File: src/rtl/sysmem_bus_ctrl.sv
// PicoRV32 native-bus bridge to four byte-lane system-memory BRAMs, with a
// byte-stream loader port that fills the same lanes with a program image.
module sysmem_bus_ctrl #(
  parameter logic [31:0] ADDR_BASE  = 32'h0000_0000,
  parameter int          ADDR_WIDTH = 10
) (
  input  logic                  clka,
  input  logic                  rsta,
  input  logic                  mem_valid,
  input  logic [31:0]           mem_addr,
  input  logic [31:0]           mem_wdata,
  input  logic [3:0]            mem_wstrb,
  output logic                  mem_ready,
  output logic [31:0]           mem_rdata,
  input  logic                  ld_start,
  input  logic                  ld_valid,
  input  logic [7:0]            ld_data,
  output logic                  ld_ready,
  output logic                  ld_ovf,
  output logic [ADDR_WIDTH-1:0] bram_addr,
  output logic [3:0]            bram_ce,
  output logic [3:0]            bram_we,
  output logic [31:0]           bram_di,
  input  logic [31:0]           bram_do
);

  localparam int PW = ADDR_WIDTH + 2;
  localparam logic [PW-1:0] PTR_ONE = 1;

  localparam logic [1:0] S_IDLE = 2'd0;
  localparam logic [1:0] S_RD   = 2'd1;
  localparam logic [1:0] S_ACK  = 2'd2;

  logic [1:0]    state_q, state_d;
  logic          mem_ready_q, mem_ready_d;
  logic [31:0]   mem_rdata_q, mem_rdata_d;
  logic [PW-1:0] ptr_q, ptr_d;
  logic          ld_ovf_q, ld_ovf_d;

  logic          in_range;
  logic [3:0]    lane_sel;
  logic          unused_addr_bits;

  assign in_range         = (mem_addr[31:PW] == ADDR_BASE[31:PW]);
  assign lane_sel         = 4'b0001 << ptr_q[1:0];
  assign unused_addr_bits = ^mem_addr[1:0];

  assign mem_ready = mem_ready_q;
  assign mem_rdata = mem_rdata_q;
  assign ld_ovf    = ld_ovf_q;

  always_comb begin
    // NOTE: every output and next-state value gets a default first so no
    // path through the case leaves a signal unassigned (no latches).
    state_d     = state_q;
    mem_ready_d = 1'b0;
    mem_rdata_d = mem_rdata_q;
    ptr_d       = ptr_q;
    ld_ovf_d    = ld_ovf_q;
    ld_ready    = 1'b0;
    bram_addr   = mem_addr[PW-1:2];
    bram_ce     = 4'h0;
    bram_we     = 4'h0;
    bram_di     = mem_wdata;

    if (ld_start) begin
      ptr_d    = '0;
      ld_ovf_d = 1'b0;
    end

    case (state_q)
      S_IDLE: begin
        if (!ld_start) begin
          if (ld_valid) begin
            // Loader bytes always win over the CPU; after a wrap they are
            // still acknowledged but no longer reach the BRAM.
            ld_ready  = 1'b1;
            bram_addr = ptr_q[PW-1:2];
            bram_di   = {4{ld_data}};
            if (!ld_ovf_q) begin
              bram_ce = lane_sel;
              bram_we = lane_sel;
            end
            ptr_d = ptr_q + PTR_ONE;
            if (&ptr_q) ld_ovf_d = 1'b1;
          end else if (mem_valid && in_range) begin
            bram_ce = 4'hF;
            bram_we = mem_wstrb;
            if (|mem_wstrb) begin
              state_d     = S_ACK;
              mem_ready_d = 1'b1;
            end else begin
              state_d = S_RD;
            end
          end
        end
      end
      S_RD: begin
        mem_rdata_d = bram_do;
        mem_ready_d = 1'b1;
        state_d     = S_ACK;
      end
      S_ACK:   state_d = S_IDLE;
      default: state_d = S_IDLE;
    endcase

    // Keep the BRAMs and the loader handshake quiet while reset is held.
    if (rsta) begin
      ld_ready = 1'b0;
      bram_ce  = 4'h0;
      bram_we  = 4'h0;
    end
  end

  // NOTE: sequential state uses non-blocking assignments so every flop
  // samples its _d value from before the edge, regardless of block order.
  always_ff @(posedge clka or posedge rsta) begin
    if (rsta) begin
      state_q     <= S_IDLE;
      mem_ready_q <= 1'b0;
      mem_rdata_q <= 32'h0;
      ptr_q       <= '0;
      ld_ovf_q    <= 1'b0;
    end else begin
      state_q     <= state_d;
      mem_ready_q <= mem_ready_d;
      mem_rdata_q <= mem_rdata_d;
      ptr_q       <= ptr_d;
      ld_ovf_q    <= ld_ovf_d;
    end
  end

endmodule
File: config.mk
export PLATFORM = sky130hd
export DESIGN_NAME = sysmem_bus_ctrl
export DESIGN_NICKNAME = d
export VERILOG_FILES = /design/src/rtl/sysmem_bus_ctrl.sv
export SDC_FILE = /design/constraint.sdc
export NUM_CORES = 1
export LEC_CHECK = 0
export ABC_AREA = 1
export ABC_CLOCK_PERIOD_IN_PS = 3470
export CORE_MARGIN = 3
export CORE_UTILIZATION = 30
export DETAILED_ROUTE_END_ITERATION = 7
export GPL_TIMING_DRIVEN = 1
export PLACE_DENSITY_LB_ADDON = 0.08
export SLEW_MARGIN = 20
export SYNTH_ARGS = -nofsm -noshare
export SYNTH_HDL_FRONTEND = slang
export SYNTH_SLANG_ARGS = --single-unit
File: constraint.sdc
create_clock -name clka -period 3.47 [get_ports clka]
set_clock_uncertainty 0.15 [all_clocks]
set_input_delay 0.8675 -clock clka [delete_from_list [all_inputs] [get_ports clka]]
set_output_delay 0.8675 -clock clka [all_outputs]
set_load 0.02 [all_outputs]
==> impl_metrics.tcl <==
set metrics [dict create \
    status "finished clean" \
    cp_data_required_time_ns 2.45 \
    cap_violations 0 \
    critPathKind "in -> out" \
    synth_cells 326 \
    setup_viol 0 \
    ys_seq_elements 48 \
    grt_overflow 0 \
    rsz0062_at_grt "no" \
    area_growth_pct 82.2 \
    crit_path_start_kind "input pin" \
    worstSetupStartpoint "ld_valid" \
    root_buffer "clkbuf_8" \
    cp_num_buf_inv 3 \
    dpl.hpwl_um 6930 \
    grt_usage 0.166 \
    cp.arrival_ns 2.32 \
    cts_tree "built" \
    crit_fanout 11 \
    cts_made_buffers 5 \
    reg2reg_to "ptr_q[9]$_DFF_PP0_" \
    finalPower_mw 1.49 \
    drive_gt1_frac 0.132 \
    fmax_mhz 299 \
    slowest_delay_ns 0.52 \
    cellPowerDensity_nw_per_um2 309 \
    r2r_start "state_q[1]$_DFFE_PP0P_" \
    synth_area_um2 2650 \
    pin_count 198 \
    grt_max_degree 49 \
    final-hold-violation-count 0 \
    worstSetupEndpoint "bram_di[1]" \
    crit_family "buffers and inverters" \
    die_area_um2 9980 \
    cp_slowest_cell "clkdlybuf4s50_1" \
    wirelength_um 8420 \
    htree_levels 2 \
    ant_nets 0 \
    cpMostUsedCell "nand2_1" \
    period_share 0.963 \
    drcViolationCount 0 \
    reg2reg_depth 7 \
    yosysUniqueCellTypes 23 \
    tightest_slew_ns 0.608 \
    ff2ff_setup_slack_ns 1.84 \
    start_util 0.316 \
    cts_sinks 48 \
    antenna_cells 0 \
    synth-edff-count 0 \
    endpoint_kind "primary output" \
    dieHeight_um 99.9 \
    peakVddDrop_mv 0.244 \
    ys_warn_count 0 \
    worstPathCellList "clkdlybuf4s50_1 -> nand2_4 -> nor2_4 -> buf_4 -> nand2_1 -> nand2_1 -> dlygate4sd2_1" \
    syn-num-nets 443 \
    core_area_um2 8380 \
    utilization 0.575 \
    post_cts_buffers 0 \
    nets 648 \
    antenna_found_initial 0 \
    clkTransAtPathRegs_ns 0.09 \
    synthFlopType "dfrtp_1" \
    slew-limit-headroom 0.595 \
    clk_path_buf_depth 2 \
    final_common_cell "clkdlybuf4s50_1" \
    cp_num_cells 7 \
    ys_seq_area_frac 0.454 \
    min_period_ns 3.34 \
    final_max_slew_viol_count 0 \
    vias_per_cell 4.51 \
    port_buffers 195 \
    dr.pass1.iters 4 \
    async_reset_ff_frac 1.00 \
    grt_pass1_wl_um 13600 \
    globalplace.congestion 0.845 \
    routed-via-count 2876 \
    rows 33 \
    clock_latency_ns 0.30 \
    min_path_type "reg -> reg" \
    die_w_um 99.9 \
    power_leakage_nw 2.33 \
    routedWlPerCell_um 13.2 \
    drtIter0Drc 105 \
    final_cell_mix "144 x clkdlybuf4s50_1, 117 x nand2_1, 48 x dfrtp_1, 43 x dlygate4sd2_1, 42 x nor2_1" \
    grt_pass1_vias 2901 \
    syn_avg_cell_area_um2 8.11 \
]
-- area by class of cell --
cell class | count | area (µm²)
Fill cell | 791 | 3560
Timing Repair Buffer | 209 | 1980
Multi-Input combinational cell | 242 | 1280
Sequential cell | 48 | 1200
Tap cell | 105 | 131
Inverter | 25 | 97.6
Clock buffer | 5 | 68.8
Clock inverter | 3 | 68.8
-- routing by layer --
layer	vias up	routed length, µm	GRT usage
met3	9	1040	0.0577
met5	-	0	0
met2	129	4190	0.306
met1	1301	3110	0.183
li1	1437	-	-
met4	0	89	0.0378
-- synthesized netlist by cell type (2+ instances only) --
cell	count	area, µm²
nand3_1	10	50.1
o21ai_0	12	60.1
nand4_1	2	12.5
mux2_2	32	360
a21oi_1	12	60.1
buf_2	5	25.0
nor2_1	42	158
ha_1	4	50.1
buf_4	3	22.5
inv_1	24	90.1
dfrtp_1	48	1200
nor3_1	2	10.0
nand2_1	117	439
nor2_4	3	33.8
buf_6	2	22.5
-- worst min path at each step --
| stage | start | end | cells past startpoint |
|---|---|---|---|
| finish | mem_rdata[11]$_DFFE_PP0P_ | mem_rdata[11]$_DFFE_PP0P_ | 1 |
| CTS | mem_rdata[5]$_DFFE_PP0P_ | mem_rdata[5]$_DFFE_PP0P_ | 1 |
| global placement | ptr_q[6]$_DFF_PP0_ | ptr_q[6]$_DFF_PP0_ | 2 |
| floorplan | ptr_q[6]$_DFF_PP0_ | ptr_q[6]$_DFF_PP0_ | 2 |
| global route | mem_rdata[5]$_DFFE_PP0P_ | mem_rdata[5]$_DFFE_PP0P_ | 1 |
| detailed placement | mem_rdata[5]$_DFFE_PP0P_ | mem_rdata[5]$_DFFE_PP0P_ | 1 |
-- kinds of logic (layout without fill, tap and decap cells) --
kind of cell	Yosys count	in the layout	share of synthesized area
AO/OA/AOI/OAI	27	27	0.0525
adder cells (fa/ha/maj)	4	4	0.0189
buffers and inverters	36	242	0.0634
flip-flops	48	48	0.454
multiplexers	32	32	0.136
AND/OR/NAND/NOR	179	179	0.275
-- flip-flops by register name (all words and copies together), names as in the netlist --
name / cells
mem_rdata: 32
state_q: 2
mem_ready: 1
ld_ovf: 1
ptr_q: 12
-- metrics by stage --
step / hold slack [ns] / cell area (µm²) / std cells / setup TNS [ns] / setup slack (ns)
floorplan: 0.313 / 2650 / 326 / 0 / 0.295
global placement: 0.334 / 4780 / 629 / -6.41 / -0.240
detailed placement: 0.342 / 4780 / 629 / -7.08 / -0.272
CTS: 0.365 / 4850 / 637 / 0 / 0.000420
global route: 0.374 / 4820 / 637 / 0 / 0.0111
finish: 0.360 / 4820 / 637 / 0 / 0.130
-- power by group --
| part | internal [mW] | switching, mW | total [mW] |
|---|---|---|---|
| registers | 0.580 | 0.0116 | 0.592 |
| logic | 0.225 | 0.188 | 0.413 |
| clock network | 0.290 | 0.194 | 0.484 |
| total | 1.09 | 0.394 | 1.49 |
-- worst reg2reg max path: cells and delay by family (launching register included) --
kind	cells	cell delay, ns
AND/OR/NAND/NOR	5	0.60
flip-flops	1	0.42
AO/OA/AOI/OAI	1	0.18
buffers and inverters	1	0.17
-- repair_timing --
action                     4_1_cts  5_1_grt
hold buffers                     0        0
cloned                           0        0
gates resized for setup         51       16
setup endpoints to repair       51        8
Power figures use the tool's default switching activity.
